**src/rtl/nibble_serial_addsub_if.sv**
```systemverilog
// Operand/control and result bundle for the nibble-serial add/sub unit.
// The master supplies operands; the slave (the unit) returns the result and flags.
interface nibble_serial_addsub_if #(
  parameter int NIBBLES = 4
);
  localparam int WIDTH = 4 * NIBBLES;

  logic             start;
  logic             sub;
  logic [WIDTH-1:0] a;
  logic [WIDTH-1:0] b;
  logic             busy;
  logic             done;
  logic [WIDTH-1:0] result;
  logic             cout;
  logic             ovf;
  logic             zero;

  modport master (
    output start, sub, a, b,
    input  busy, done, result, cout, ovf, zero
  );

  modport slave (
    input  start, sub, a, b,
    output busy, done, result, cout, ovf, zero
  );
endinterface

```
**src/rtl/nibble_serial_addsub.sv**
```systemverilog
// Multi-cycle WIDTH-bit add/sub: one nibble per clock, LSB nibble first, with the
// inter-nibble carry held in a register and registered result/flags.
module nibble_addsub_unit (
  input  logic [3:0] a,
  input  logic [3:0] b,
  input  logic       inv,
  input  logic       cin,
  output logic [3:0] sum,
  output logic       co,
  output logic       c3
);
  logic [3:0] bx;
  logic [4:0] s;

  assign bx  = b ^ {4{inv}};
  assign s   = {1'b0, a} + {1'b0, bx} + {4'b0, cin};
  assign sum = s[3:0];
  assign co  = s[4];
  // carry into bit 3 recovered from the sum bit; needed for signed overflow
  assign c3  = a[3] ^ bx[3] ^ s[3];
endmodule

module nibble_serial_addsub #(
  parameter int NIBBLES = 4
) (
  input  logic                 clk,
  input  logic                 rst,
  nibble_serial_addsub_if.slave bus
);
  localparam int WIDTH = 4 * NIBBLES;
  localparam int CW    = $clog2(NIBBLES);
  localparam logic [CW-1:0] LAST = CW'(NIBBLES - 1);

  typedef enum logic [1:0] {IDLE, RUN, DONE} state_t;

  state_t           state_q, state_d;
  logic [WIDTH-1:0] a_q, b_q;
  logic [WIDTH-5:0] part_q;
  logic             sub_q, carry_q;
  logic [CW-1:0]    cnt_q;
  logic [WIDTH-1:0] result_q;
  logic             cout_q, ovf_q, zero_q;

  logic             accept, last;
  logic [3:0]       sum;
  logic             co, c3;
  logic [WIDTH-1:0] part_nxt;

  nibble_addsub_unit u_nib (
    .a   (a_q[3:0]),
    .b   (b_q[3:0]),
    .inv (sub_q),
    .cin (carry_q),
    .sum (sum),
    .co  (co),
    .c3  (c3)
  );

  assign accept   = (state_q != RUN) && bus.start;
  assign last     = (state_q == RUN) && (cnt_q == LAST);
  // operands shift right, results shift in from the top: after NIBBLES steps
  // the full result is in order without any variable indexing
  assign part_nxt = {sum, part_q, 4'b0} >> 4;

  always_ff @(posedge clk or posedge rst) begin
    if (rst) state_q <= IDLE;
    else     state_q <= state_d;
  end

  always_comb begin
    state_d = state_q;
    case (state_q)
      IDLE, DONE: state_d = bus.start ? RUN : IDLE;
      RUN:        if (cnt_q == LAST) state_d = DONE;
      default:    state_d = IDLE;
    endcase
  end

  always_ff @(posedge clk or posedge rst) begin
    if (rst) begin
      a_q      <= '0;
      b_q      <= '0;
      part_q   <= '0;
      sub_q    <= 1'b0;
      carry_q  <= 1'b0;
      cnt_q    <= '0;
      result_q <= '0;
      cout_q   <= 1'b0;
      ovf_q    <= 1'b0;
      zero_q   <= 1'b0;
    end else if (accept) begin
      a_q     <= bus.a;
      b_q     <= bus.b;
      sub_q   <= bus.sub;
      carry_q <= bus.sub;
      cnt_q   <= '0;
    end else if (state_q == RUN) begin
      a_q     <= a_q >> 4;
      b_q     <= b_q >> 4;
      part_q  <= part_nxt[WIDTH-1:4];
      carry_q <= co;
      cnt_q   <= cnt_q + CW'(1);
      if (last) begin
        result_q <= part_nxt;
        cout_q   <= co;
        ovf_q    <= c3 ^ co;
        zero_q   <= (part_nxt == '0);
      end
    end
  end

  assign bus.busy   = (state_q == RUN);
  assign bus.done   = (state_q == DONE);
  assign bus.result = result_q;
  assign bus.cout   = cout_q;
  assign bus.ovf    = ovf_q;
  assign bus.zero   = zero_q;
endmodule

```
**src/flat_wrapper.sv**
```systemverilog
// flat-port wrapper written by rule: the top's interface ports become plain ports
module nibble_serial_addsub_flat 
#(
  parameter int NIBBLES = 4
)
  (clk, rst, bus_start, bus_sub, bus_a, bus_b, bus_busy, bus_done, bus_result, bus_cout, bus_ovf, bus_zero);
  nibble_serial_addsub_if #(.NIBBLES(NIBBLES)) bus_i ();
  input  logic clk;
  input  logic rst;
  input wire logic [$bits(bus_i.start)-1:0] bus_start;
  input wire logic [$bits(bus_i.sub)-1:0] bus_sub;
  input wire logic [$bits(bus_i.a)-1:0] bus_a;
  input wire logic [$bits(bus_i.b)-1:0] bus_b;
  output wire logic [$bits(bus_i.busy)-1:0] bus_busy;
  output wire logic [$bits(bus_i.done)-1:0] bus_done;
  output wire logic [$bits(bus_i.result)-1:0] bus_result;
  output wire logic [$bits(bus_i.cout)-1:0] bus_cout;
  output wire logic [$bits(bus_i.ovf)-1:0] bus_ovf;
  output wire logic [$bits(bus_i.zero)-1:0] bus_zero;
  assign bus_i.start = bus_start;
  assign bus_i.sub = bus_sub;
  assign bus_i.a = bus_a;
  assign bus_i.b = bus_b;
  assign bus_busy = bus_i.busy;
  assign bus_done = bus_i.done;
  assign bus_result = bus_i.result;
  assign bus_cout = bus_i.cout;
  assign bus_ovf = bus_i.ovf;
  assign bus_zero = bus_i.zero;
  nibble_serial_addsub #(.NIBBLES(NIBBLES)) u_core (.clk(clk), .rst(rst), .bus(bus_i));
endmodule
```
**config.mk**
```make
export PLATFORM = sky130hd
export DESIGN_NAME = nibble_serial_addsub_flat
export DESIGN_NICKNAME = d
export VERILOG_FILES = /design/src/rtl/nibble_serial_addsub_if.sv /design/src/rtl/nibble_serial_addsub.sv /design/src/flat_wrapper.sv
export SDC_FILE = /design/constraint.sdc
export NUM_CORES = 1
export LEC_CHECK = 0
export ABC_AREA = 0
export CAP_MARGIN = 20
export CORE_MARGIN = 3
export CORE_UTILIZATION = 39
export DETAILED_ROUTE_END_ITERATION = 10
export PLACE_DENSITY = 0.73
export SYNTH_ARGS = -nofsm -noshare
export SYNTH_HDL_FRONTEND = slang
export SYNTH_SLANG_ARGS = --single-unit
```
**constraint.sdc**
```tcl
create_clock -name clk -period 4.45 [get_ports clk]
set_input_delay 0.445 -clock clk [delete_from_list [all_inputs] [get_ports clk]]
set_output_delay 0.445 -clock clk [all_outputs]
set_load 0.03 [all_outputs]
```
==> metrics.cfg <==
[status]
outcome=finished, final reports clean

[synthesis]
yosys_warnings=0
synth_area_um2=3030
ys_ff_latch=69
synth_top_area_share_pct=57.0
async_reset_ff_share_pct=100
synth_area_leaders=dfrtp_1, mux2i_1, nand2_1
syn_avg_cell_area_um2=10.9
synth.most_common_cell=dfrtp_1
yosysTopAreaCell=dfrtp_1
synth_cells=279
synth_common_cells=dfrtp_1, nand2_1, o21ai_0
ys_types=26
syn_nets=322
synthFlopType=dfrtp_1
seq_area_frac_synth_pct=57.0
synth_edf_count=0

[placement]
port_buffers=56
dp_hpwl_um=3930
dpl_cell_area_um2=3660
place_congestion=0.748

[min_path]
hold_path_class=reg -> reg

[global_route]
grt_overflow=0
grt_max_degree=71
grt_pass1_vias=2038
track_usage_pct=13.9
antenna_found_initial=0
grt_pass1_wl_um=9590

[power_and_ir_drop]
power_switching_mw=1.11
p_leak_nw=1.81
p_sw_share_pct=40.0
vdd_drop_max_uv=250
finalPower_mw=2.78
combPwrFrac_pct=42.9
internal_power_mw=1.67
power_density_nw_per_um2=720
seq_power_share_pct=38.7
clkPwrFrac_pct=18.4

[drt]
post-route-drc-count=0
ant_nets=0
routed_wl_um=5690
dr.first_iter.drc_count=71
routedWlPerCell_um=13.1
dr.pass1.iters=4
vias=2106
viasPerCell=4.83

[sta]
skew_ps=10.1
min_period_ps=2470
tightestPinTransition_ps=997
hold_violations=0
rsz0062_at_grt=no
relSlewSlack_pct=33.5
finalCritPeriodShare_pct=55.6
setup_viol=0
tns_ps=0
max_freq_mhz=404
final-max-slew-violation-count=0

[clock_network]
cts.sinks=69
cts_root_buf=clkbuf_8
cts.reportedPaths.clkPinSlew_ps=70
clock_path_buffers=2
postCtsHoldBufs=0
cts_buffers=9
cts_tree=yes
postCtsSetupBuffers=0
clk_latency_ps=340
cts.repair.resized=0
htreeDepth=3

[setup_path]
path_cells=nand2b_1 > inv_2 > clkdlybuf4s50_1
cp_max_fo=21
crit_arrival_ps=2030
cpPeakStageDelay_ps=730
cp-start-kind=register
end_kind=output pin
path_class=reg -> out
crit_path_top_delay_cell=clkdlybuf4s50_1
crit_required_ps=4010

[die]
ioPinCount=57
die_w_um=94.2
std_cell_rows=31
die_area_um2=8870
die_h_um=94.2
coreArea_um2=7410
initial_core_util_pct=40.9

[cells_and_area]
final_area_um2=3860
n_fill_cell=654
drive_above_1_share_pct=10.7
fin_nets=375
syn_to_final_growth_pct=27.3
diodes=0

[run]
drv_cap=0

## cell families after synthesis
kind of cell	Yosys count	share of synthesized area (%)
fa+ha+maj	7	3.38
compound gates	43	7.26
mux	46	15.7
simple gates	83	11.5
xor+xnor	7	2.02
flops	69	57.0
buf+inv	24	3.18
## area by class of cell
class                           count  area [um^2]  share of cell area, %
Sequential cell                    69         1730                   44.7
Multi-Input combinational cell    186         1210                   31.3
Timing Repair Buffer               58          571                   14.8
Clock buffer                       11          141                   3.66
Tap cell                           99          124                   3.21
Clock inverter                      5         58.8                   1.52
Inverter                            8         30.0                  0.778
## path summary, 6_finish.rpt
check / startpoint / slack, ps / end / depth (start not counted)
max in group asynchronous: rst / 3030 / u_core.a_q[10]$_DFFE_PP0P_ / 3
min: u_core.bus.result[12]$_DFFE_PP0P_ / 490 / u_core.bus.result[12]$_DFFE_PP0P_ / 2
min reg2reg: u_core.bus.result[12]$_DFFE_PP0P_ / 490 / u_core.bus.result[12]$_DFFE_PP0P_ / 2
max: u_core.state_q[1]$_DFFE_PP0P_ / 1980 / bus_busy / 3
min in group asynchronous: rst / 520 / u_core.part_q[0]$_DFFE_PP0P_ / 2
max reg2reg: u_core.state_q[1]$_DFFE_PP0P_ / 2110 / u_core.bus.zero$_DFFE_PP0P_ / 6
## per-stage QoR
step | worst slack (ps) | std cells | hold WS [ps] | util [%]
after global placement | 2180 | 420 | 460 | 49.4
after CTS | 1940 | 436 | 491 | 52.1
after floorplan | 2270 | 279 | 449 | -
final | 1980 | 436 | 488 | 52.1
after detailed placement | 2120 | 420 | 463 | 49.4
after global routing | 1780 | 436 | 512 | 52.1
## power groups by stage
stage	clock, mW	combinational [mW]	sequential [mW]
after floorplan	0	0.726	1.18
after detailed placement	0	1.21	1.09
final	0.513	1.19	1.08
after CTS	0.525	1.21	1.08
after global routing	0.560	1.34	1.11
after global placement	0	1.17	1.08
## cells in the final DEF (no fill, tap or decap), types with 2 or more instances in the layout
master	count
inv_1	6
a21oi_1	2
xor2_1	4
clkdlybuf4s50_1	55
dfrtp_1	69
xnor2_1	3
fa_1	2
o21ai_0	39
buf_4	2
nor2_1	10
mux2_2	13
inv_2	2
mux2i_1	33
nand2_1	64
clkbuf_8	10
nand3_1	2
clkinvlp_4	2
ha_1	5
## worst max-delay path, delay by kind of cell (launching register included)
family | cells | cell delay, ps
buf+inv | 2 | 880
simple gates | 1 | 440
flops | 1 | 370
## metal layers
| metal | up-vias | wire (um) | global-route usage [%] |
|---|---|---|---|
| met5 | - | 0 | 0 |
| met4 | 0 | 51 | 4.33 |
| met3 | 6 | 325 | 4.73 |
| met2 | 53 | 2690 | 21.6 |
| met1 | 1008 | 2630 | 18.3 |
| li1 | 1039 | - | - |
## flip-flops by register name (all words and copies together) (netlist names)
| signal | flops |
|---|---|
| u_core.bus.zero | 1 |
| u_core.a_q | 16 |
| u_core.bus.cout | 1 |
| u_core.state_q | 2 |
| u_core.b_q | 16 |
| u_core.carry_q | 1 |
| u_core.sub_q | 1 |
| u_core.bus.ovf | 1 |
| u_core.bus.result | 16 |
| u_core.part_q | 12 |
| u_core.cnt_q | 2 |
(Power assumes the default switching activity.)
